File: src/rtl/spi_arb_pkg.sv
// Shared types and defaults for the slot SPI master arbiter.
// Latency: none, declarations only.
// Backpressure: none, declarations only.
package spi_arb_pkg;

    typedef enum logic [2:0] {
        ARB,
        SETUP,
        START,
        WAIT_BUSY,
        WAIT_DONE,
        RESP
    } arb_state_t;

    localparam int DEF_N_REQ     = 2;
    localparam int DEF_DATA_W    = 16;
    localparam int DEF_LEN_W     = 5;
    localparam int DEF_DIV_W     = 8;
    localparam int DEF_SETUP_CYC = 2;
    localparam int DEF_START_TMO = 8;

    // Phase counter covers both the setup hold (<=15) and the start timeout (<=255).
    localparam int CNT_W = 8;

    // Index width for a vector of 'value' entries; never below 1 bit.
    function automatic int clog2(input int value);
        int w;
        w = 0;
        for (int i = 0; i < 16; i++) begin
            if ((1 << i) < value) w = i + 1;
        end
        return (w < 1) ? 1 : w;
    endfunction

endpackage

File: src/rtl/rr_arbiter.sv
// Combinational round-robin pick: first set request at or above ptr, with wrap.
// Latency: zero cycles (pure combinational).
// Backpressure: none; the caller decides whether to act on the pick.
module rr_arbiter
    import spi_arb_pkg::*;
#(
    parameter int N  = DEF_N_REQ,
    parameter int IW = clog2(N)
) (
    input  logic [N-1:0]  req,
    input  logic [IW-1:0] ptr,
    output logic [N-1:0]  gnt,
    output logic [IW-1:0] idx,
    output logic          found
);

    logic [N-1:0] rot;
    logic [IW:0]  sum;

    // Rotate so bit 0 is the pointer position; lowest set offset wins, then unrotate.
    always_comb begin
        rot   = N'({req, req} >> ptr);
        gnt   = '0;
        idx   = '0;
        found = 1'b0;
        sum   = '0;
        for (int i = N - 1; i >= 0; i--) begin
            if (rot[i]) begin
                found = 1'b1;
                sum   = {1'b0, ptr} + (IW + 1)'(i);
            end
        end
        if (sum >= (IW + 1)'(N)) sum = sum - (IW + 1)'(N);
        idx = sum[IW-1:0];
        if (found) gnt = N'(1) << idx;
    end

endmodule

File: src/rtl/spi_master_arbiter.sv
// Round-robin sharing of one SPI master engine between N_REQ requesters.
// Latency: req_ready one cycle after ARB pick, m_start SETUP_CYC+1 after req_ready, rsp >= 3 after start.
// Backpressure: no grant while engine is not idle+writable; requesters wait with req_valid held.
module spi_master_arbiter
    import spi_arb_pkg::*;
#(
    parameter int N_REQ     = DEF_N_REQ,
    parameter int DATA_W    = DEF_DATA_W,
    parameter int LEN_W     = DEF_LEN_W,
    parameter int DIV_W     = DEF_DIV_W,
    parameter int SETUP_CYC = DEF_SETUP_CYC,
    parameter int START_TMO = DEF_START_TMO,
    parameter int ID_W      = clog2(N_REQ)
) (
    input  logic                      sys_clk,
    input  logic                      sys_rst,
    input  logic [N_REQ-1:0]          req_valid,
    output logic [N_REQ-1:0]          req_ready,
    input  logic [N_REQ*DATA_W-1:0]   req_data,
    input  logic [N_REQ*LEN_W-1:0]    req_len,
    input  logic [N_REQ*DIV_W-1:0]    req_div,
    input  logic [N_REQ-1:0]          req_cs,
    input  logic [N_REQ-1:0]          req_cpol,
    input  logic [N_REQ-1:0]          req_cpha,
    input  logic [N_REQ-1:0]          req_lsb,
    output logic [N_REQ-1:0]          rsp_valid,
    output logic [DATA_W-1:0]         rsp_data,
    output logic                      rsp_err,
    output logic [DATA_W-1:0]         m_data,
    output logic [LEN_W-1:0]          m_len,
    output logic [DIV_W-1:0]          m_div,
    output logic                      m_cs,
    output logic                      m_cpol,
    output logic                      m_cpha,
    output logic                      m_lsb,
    output logic                      m_start,
    input  logic                      m_writable,
    input  logic                      m_idle,
    input  logic [DATA_W-1:0]         m_rx,
    output logic                      busy,
    output logic [ID_W-1:0]           grant_id
);

    localparam logic [ID_W-1:0] LAST_ID = ID_W'(N_REQ - 1);

    arb_state_t        state, state_nxt;
    logic [CNT_W-1:0]  cnt;
    logic [ID_W-1:0]   rr_ptr;
    logic [ID_W-1:0]   win_idx;
    logic [N_REQ-1:0]  win_gnt;
    logic              win_found;
    logic              eng_ready;
    logic              grant_fire;
    logic              tmo_hit;

    logic [DATA_W-1:0] data_a [N_REQ];
    logic [LEN_W-1:0]  len_a  [N_REQ];
    logic [DIV_W-1:0]  div_a  [N_REQ];

    for (genvar g = 0; g < N_REQ; g++) begin : g_unpack
        assign data_a[g] = req_data[g*DATA_W +: DATA_W];
        assign len_a[g]  = req_len[g*LEN_W +: LEN_W];
        assign div_a[g]  = req_div[g*DIV_W +: DIV_W];
    end

    rr_arbiter #(
        .N  (N_REQ),
        .IW (ID_W)
    ) u_rr (
        .req   (req_valid),
        .ptr   (rr_ptr),
        .gnt   (win_gnt),
        .idx   (win_idx),
        .found (win_found)
    );

    assign eng_ready  = m_idle & m_writable;
    assign grant_fire = (state == ARB) & win_found & eng_ready;
    // Idle never dropped within the allowed window after the start pulse.
    assign tmo_hit    = (state == WAIT_BUSY) & m_idle & (cnt == CNT_W'(START_TMO - 1));

    // State register.
    always_ff @(posedge sys_clk or posedge sys_rst) begin
        if (sys_rst) state <= ARB;
        else         state <= state_nxt;
    end

    // Next-state: setup hold, start pulse, then track engine idle low/high.
    always_comb begin
        state_nxt = state;
        case (state)
            ARB:       if (grant_fire) state_nxt = SETUP;
            SETUP:     if (cnt == CNT_W'(SETUP_CYC)) state_nxt = START;
            START:     state_nxt = WAIT_BUSY;
            WAIT_BUSY: begin
                if (!m_idle)      state_nxt = WAIT_DONE;
                else if (tmo_hit) state_nxt = RESP;
            end
            WAIT_DONE: if (m_idle) state_nxt = RESP;
            RESP:      state_nxt = ARB;
            default:   state_nxt = ARB;
        endcase
    end

    // Phase counter restarts on every state change; only SETUP and WAIT_BUSY look at it.
    always_ff @(posedge sys_clk or posedge sys_rst) begin
        if (sys_rst)                 cnt <= '0;
        else if (state_nxt != state) cnt <= '0;
        else                         cnt <= cnt + CNT_W'(1);
    end

    // Capture the winner's configuration and advance the RR pointer past it.
    always_ff @(posedge sys_clk or posedge sys_rst) begin
        if (sys_rst) begin
            m_data   <= '0;
            m_len    <= '0;
            m_div    <= '0;
            m_cs     <= 1'b0;
            m_cpol   <= 1'b0;
            m_cpha   <= 1'b0;
            m_lsb    <= 1'b0;
            grant_id <= '0;
            rr_ptr   <= '0;
        end else if (grant_fire) begin
            m_data   <= data_a[win_idx];
            m_len    <= len_a[win_idx];
            m_div    <= div_a[win_idx];
            m_cs     <= req_cs[win_idx];
            m_cpol   <= req_cpol[win_idx];
            m_cpha   <= req_cpha[win_idx];
            m_lsb    <= req_lsb[win_idx];
            grant_id <= win_idx;
            rr_ptr   <= (win_idx == LAST_ID) ? '0 : win_idx + ID_W'(1);
        end
    end

    // Registered single-cycle strobes and the busy flag, all derived from the next state.
    always_ff @(posedge sys_clk or posedge sys_rst) begin
        if (sys_rst) begin
            req_ready <= '0;
            m_start   <= 1'b0;
            busy      <= 1'b0;
            rsp_valid <= '0;
        end else begin
            req_ready <= grant_fire ? win_gnt : '0;
            m_start   <= (state_nxt == START);
            busy      <= (state_nxt != ARB);
            rsp_valid <= (state_nxt == RESP) ? (N_REQ'(1) << grant_id) : '0;
        end
    end

    // Response payload: RX word on completion, zero with error on start timeout.
    always_ff @(posedge sys_clk or posedge sys_rst) begin
        if (sys_rst) begin
            rsp_data <= '0;
            rsp_err  <= 1'b0;
        end else begin
            rsp_err <= tmo_hit;
            if (tmo_hit)                               rsp_data <= '0;
            else if ((state == WAIT_DONE) && m_idle)   rsp_data <= m_rx;
        end
    end

endmodule
File: config.mk
export PLATFORM = sky130hd
export DESIGN_NAME = spi_master_arbiter
export DESIGN_NICKNAME = d
export VERILOG_FILES = /design/src/rtl/spi_arb_pkg.sv /design/src/rtl/rr_arbiter.sv /design/src/rtl/spi_master_arbiter.sv
export SDC_FILE = /design/constraint.sdc
export NUM_CORES = 1
export LEC_CHECK = 0
export CORE_AREA = 2 2 92 94
export DETAILED_ROUTE_END_ITERATION = 7
export DIE_AREA = 0 0 94 96
export GPL_TIMING_DRIVEN = 0
export PLACE_DENSITY_LB_ADDON = 0.08
export SLEW_MARGIN = 20
export SYNTH_ARGS = -nofsm -noshare
export SYNTH_HDL_FRONTEND = slang
export SYNTH_SLANG_ARGS = --single-unit
File: constraint.sdc
create_clock -name sys_clk -period 2.8 [get_ports sys_clk]
set_input_delay 0.42 -clock sys_clk [delete_from_list [all_inputs] [get_ports sys_clk]]
set_output_delay 0.42 -clock sys_clk [all_outputs]
set_load 0.005 [all_outputs]
Word-level counts from Yosys, hierarchy flattened
Cells that the tools add are included.

cells by class
  shifts and indexed selects = 3
  $mul = 0
  order comparisons = 3
  div/mod/pow operators = 0
  bitwise logic cells = 6
  reductions and logical operators = 4
  add/subtract/negate cells = 4
  multiplexer cells = 35
  equal/unequal tests = 9

operators with widths
  operator                                                                       number
  16-bit two-way mux                                                             5
  8-bit two-way mux                                                              4
  3-bit two-way mux                                                              5
  5-bit two-way mux                                                              3
  3-bit one-hot mux with 5 select lines                                          1
  1-bit two-way mux                                                              12
  2-bit two-way mux                                                              5
  3-bit by 2-bit equality test with 1-bit output (second input constant)         3
  8-bit by 1-bit adder with 8-bit output (second input constant)                 1
  8-bit by 2-bit equality test with 1-bit output (second input constant)         1
  8-bit by 3-bit equality test with 1-bit output (second input constant)         1
  3-bit equality test (second input constant)                                    2
  1-bit bitwise AND                                                              5
  2-bit greater-or-equal comparator (second input constant)                      2
  1-bit by 1-bit << shifter with 2-bit output (first input constant)             2
  4-bit by 1-bit right shift with 2-bit output                                   1
  3-bit by 1-bit equality test with 1-bit output (second input constant)         1
  3-bit logical NOT                                                              1
  3-bit inequality test                                                          1
  3-bit nonzero test                                                             1
  1-bit by 1-bit adder with 2-bit output (second input constant)                 1
  1-bit by 2-bit less-than comparator with 1-bit output (second input constant)  1
  1-bit NOT with 2-bit output                                                    1
  2-bit nonzero test                                                             1
  3 further kinds                                                                3

storage, ports and cells
  memory bits (writable) = 0
  memories kept = 0
  register bits = 69
  latch bits = 0
  word-level logic and storage cells = 81
  ROM bits = 0

Depth between registers and ports, before layout
  word-level depth = 9
  mapped depth = 7
  depth with buffers taken out = 6

Cells and area by module
A second synthesis with hierarchy kept.

unflattened totals
  cell total of the unflattened synthesis = 311
  area total of the unflattened synthesis = 3243.1 um2

by module, submodules not included
  module              sequential area each (um2)  instances  cells an instance  area each (um2)
  spi_master_arbiter  1726.7                      1          306                3210.6
  rr_arbiter          0.0                         1          5                  32.5

Worst setup path before layout
No wires, ideal clock.

  path kind = reg-to-reg
  from = reg state[1]
  to = reg m_data[0]
  setup slack = 1185 ps
  clock period less this slack = 1615 ps
  stages on the path, launching flop included = 7
  setup time = 123 ps
  arrival time = 1492 ps
  cell sequence = dfrtp_1 buf_2 or3b_4 nor3_4 buf_4 buf_4 a21oi_1

between the ends
  longest elaborated chain between the ends = 3

ends and longest elaborated chain
  item                            RTL line                   source
  start, declared                 spi_master_arbiter.sv:46   arb_state_t state, state_nxt;
  start signal, assigned          spi_master_arbiter.sv:85   else state <= state_nxt;
  3-bit logical NOT               spi_master_arbiter.sv:78   assign grant_fire = (state == ARB) & win_found & eng_ready;
  1-bit bitwise AND (2 in a row)  spi_master_arbiter.sv:78
  end signal, assigned            spi_master_arbiter.sv:125  m_data <= data_a[win_idx];
  end, declared                   spi_master_arbiter.sv:29   output logic [DATA_W-1:0] m_data,

Every way passes these cells.
A chain may end at the register's enable or synchronous reset.

Worst setup path in the final report
  from = in m_idle
  to = reg m_data[3]

between the ends
  longest elaborated chain between the ends = 2

ends and longest elaborated chain
  item               RTL line                  source
  start, declared    spi_master_arbiter.sv:38  input logic m_idle,
  1-bit bitwise AND  spi_master_arbiter.sv:77  assign eng_ready = m_idle & m_writable;
  1-bit bitwise AND  spi_master_arbiter.sv:78

Every way passes these cells.

==> impl_metrics.py <==
metrics = {
    "setup_path": {
        "critPathArrivalTime_ps": 2240,
        "max_stage_delay_ps": 630,
        "critPathCaptureType": "flop",
        "cp_max_fo": 10,
        "crit_path_start_kind": "input pin",
        "crit_type": "in2reg",
        "cp.required_ps": 3010,
        "cp_slowest_cell": "clkdlybuf4s50_1",
        "path_common_cell": "buf_4",
        "path_cells": "clkdlybuf4s50_1 -> or3b_4 -> nor3_4 -> buf_4 -> buf_4 -> a21oi_1",
    },
    "global_route": {
        "grt_pass1_wl_mm": 12.32,
        "grt.total_usage_pct": 17.43,
        "grt_pass1_vias": 2607,
        "grt_max_degree": 50,
        "grt_overflow_total": 0,
        "antenna_found_initial": 0,
    },
    "drt": {
        "drt_wl_total_mm": 8.029,
        "first_iter_violations": 102,
        "via_per_inst": 4.806,
        "firstDrtPassIters": 4,
        "postRouteAntennaNets": 0,
        "drc": 0,
        "wire_per_inst_um": 13.94,
        "vias": 2768,
    },
    "sta": {
        "finalSetupViolCount": 0,
        "final_max_slew_viol_count": 0,
        "skew_ps": 10.49,
        "rsz0062_at_grt": "no",
        "hold_violations": 0,
        "max_freq_ghz": 0.4933,
        "slew_headroom_pct": 62.25,
        "setup_slack_ps": 773.0,
        "tightest_slew_ps": 563.2,
        "period_minus_slack_ps": 2027,
        "period_share_pct": 72.39,
    },
    "power": {
        "power.leakage_uw": 0.002137,
        "ir_worst_vdd_mv": 0.3454,
        "power.density_mw_per_mm2": 846.2,
    },
    "clocking": {
        "numClockSinks": 69,
        "hold_buffers": 0,
        "post_cts_buffers": 0,
        "clock_latency_ps": 330,
        "cts_buffer_depth": 2,
        "cts.htree.levels": 3,
        "cts_made_buffers": 9,
        "root_buffer": "clkbuf_8",
        "clk_pin_slew_ps": 70,
        "cts-resized-gates": 0,
        "cts_tree": "done",
    },
    "finish": {
        "diodes": 0,
        "layout-drive-gt1-share_pct": 8.280,
        "area_growth_pct": 56.63,
        "postLayoutCoreUtil_pct": 60.90,
        "final_cells": 576,
        "mostFrequentLayoutCells": "clkdlybuf4s50_1 (144), dfrtp_1 (69), a21oi_1 (50)",
        "fin_nets": 556,
        "mostFrequentLayoutCell": "clkdlybuf4s50_1",
        "nFillCells": 729,
    },
    "status": {
        "status": "finished, final reports clean",
    },
    "yosys": {
        "synth_seq_cells": 69,
        "netlist_instances": 310,
        "avgSynthCellArea_sq_um": 10.10,
        "netlist_area_sq_mm": 0.003131,
        "syn_nets": 400,
        "synth_cell_types": 37,
        "yosysWarnings": 0,
        "synth_top_area_cell": "dfrtp_1",
        "ys.flop_type": "dfrtp_1",
        "synth_top_area_share_pct": 55.16,
        "ys_async_sr_fraction_pct": 100.0,
        "yosysSeqAreaShare_pct": 55.16,
        "ys_top_cells_by_area": "dfrtp_1 (55%), mux2i_1 (11%), a21oi_1 (8.0%)",
        "synth_edf_count": 0,
    },
    "die": {
        "die_area_sq_mm": 0.009024,
        "initial_core_util_pct": 38.88,
        "ios": 145,
        "core_sq_mm": 0.008051,
        "rows": 33,
        "die_width_um": 94,
        "die_h_um": 96,
    },
    "placement": {
        "port_buffers": 144,
        "place_hpwl_mm": 6.121,
        "numPlacedInstances": 560,
        "gp_congestion": 0.7450,
        "dp_slack_ps": 413.1,
    },
    "min_path": {
        "hp-class": "in2async",
    },
    "job": {
        "maxCapViolations": 0,
    },
}
cell usage after synthesis (all sizes together), types with 3 or more instances:
cell / count
xnor2: 4
nand2: 40
a21oi: 50
buf: 15
mux2i: 33
nand3: 4
nor2: 43
o21ai: 3
inv: 5
nor3: 15
dfrtp: 69
worst max-delay path, delay by kind of cell:
kind	cells	cell delay (ps)
and+or+nand+nor	2	690
AOI/OAI and AO/OA	1	80
buffers and inverters	3	1040
where the power goes:
| group | switching (uW) | leakage [uW] | total [uW] | internal, uW |
|---|---|---|---|---|
| logic | 723 | 0.00122 | 1810 | 1090 |
| registers | 231 | 0.000837 | 1640 | 1400 |
| clock network | 357 | 0.0000836 | 704 | 347 |
| total | 1310 | 0.00214 | 4150 | 2840 |
final cells by class:
class / count / area, sq um / area share (%)
Tap cell: 105 / 131.4 / 2.679
Buffer: 17 / 90.09 / 1.837
Timing Repair Buffer: 145 / 1469 / 29.96
Inverter: 5 / 21.27 / 0.4338
Sequential cell: 69 / 1727 / 35.21
Clock buffer: 13 / 148.9 / 3.036
Multi-Input combinational cell: 219 / 1295 / 26.41
Clock inverter: 3 / 21.27 / 0.4338
metal layers:
metal	global-route usage (%)	up-vias	wire length, um
li1	-	1370	-
met1	21.12	1305	3374
met5	0	-	0
met2	29.94	87	3958
met4	5.435	0	63
met3	5.325	6	632
logic make-up after synthesis:
group                      Yosys count  share of synthesized area (%)
and+or+nand+nor                    116                          17.47
DFF                                 69                          55.16
AOI/OAI and AO/OA                   61                          10.51
muxes                               34                          10.91
buffers and inverters               22                          3.477
xor gates and xnor gates             6                          1.679
adders and majority gates            2                         0.7992
state kept, by name, indices dropped and copies added (netlist names):
name,flops
rsp_err,1
m_start,1
busy,1
m_cpha,1
m_div,8
state,3
cnt,8
grant_id,1
m_len,5
m_lsb,1
m_cs,1
rr_ptr,1
rsp_valid,2
m_data,16
rsp_data,16
req_ready,2
m_cpol,1
worst paths after layout:
path / from / end / slack, ps / depth (start not counted)
max: m_idle / m_data[3] / 770 / 6
max reg2reg: cnt[0] / cnt[7] / 890 / 6
min reg2reg: grant_id / rsp_valid[0] / 480 / 1
min in group sys_clk: grant_id / rsp_valid[0] / 480 / 1
min: sys_rst / rsp_data[5] / 400 / 2
max in group asynchronous: sys_rst / m_div[4] / 1880 / 3
stage by stage:
stage	setup TNS, ps	cell area, sq um	power, uW	hold slack (ps)
after global placement	-39940	4703	3438	468.4
after CTS	0	4903	4209	392.7
after global routing	0	4903	4459	404.4
after floorplan	0	3131	2418	460.8
final	0	4903	4149	397.0
after detailed placement	0	4733	3491	468.2
Power figures use the tool's default switching activity.
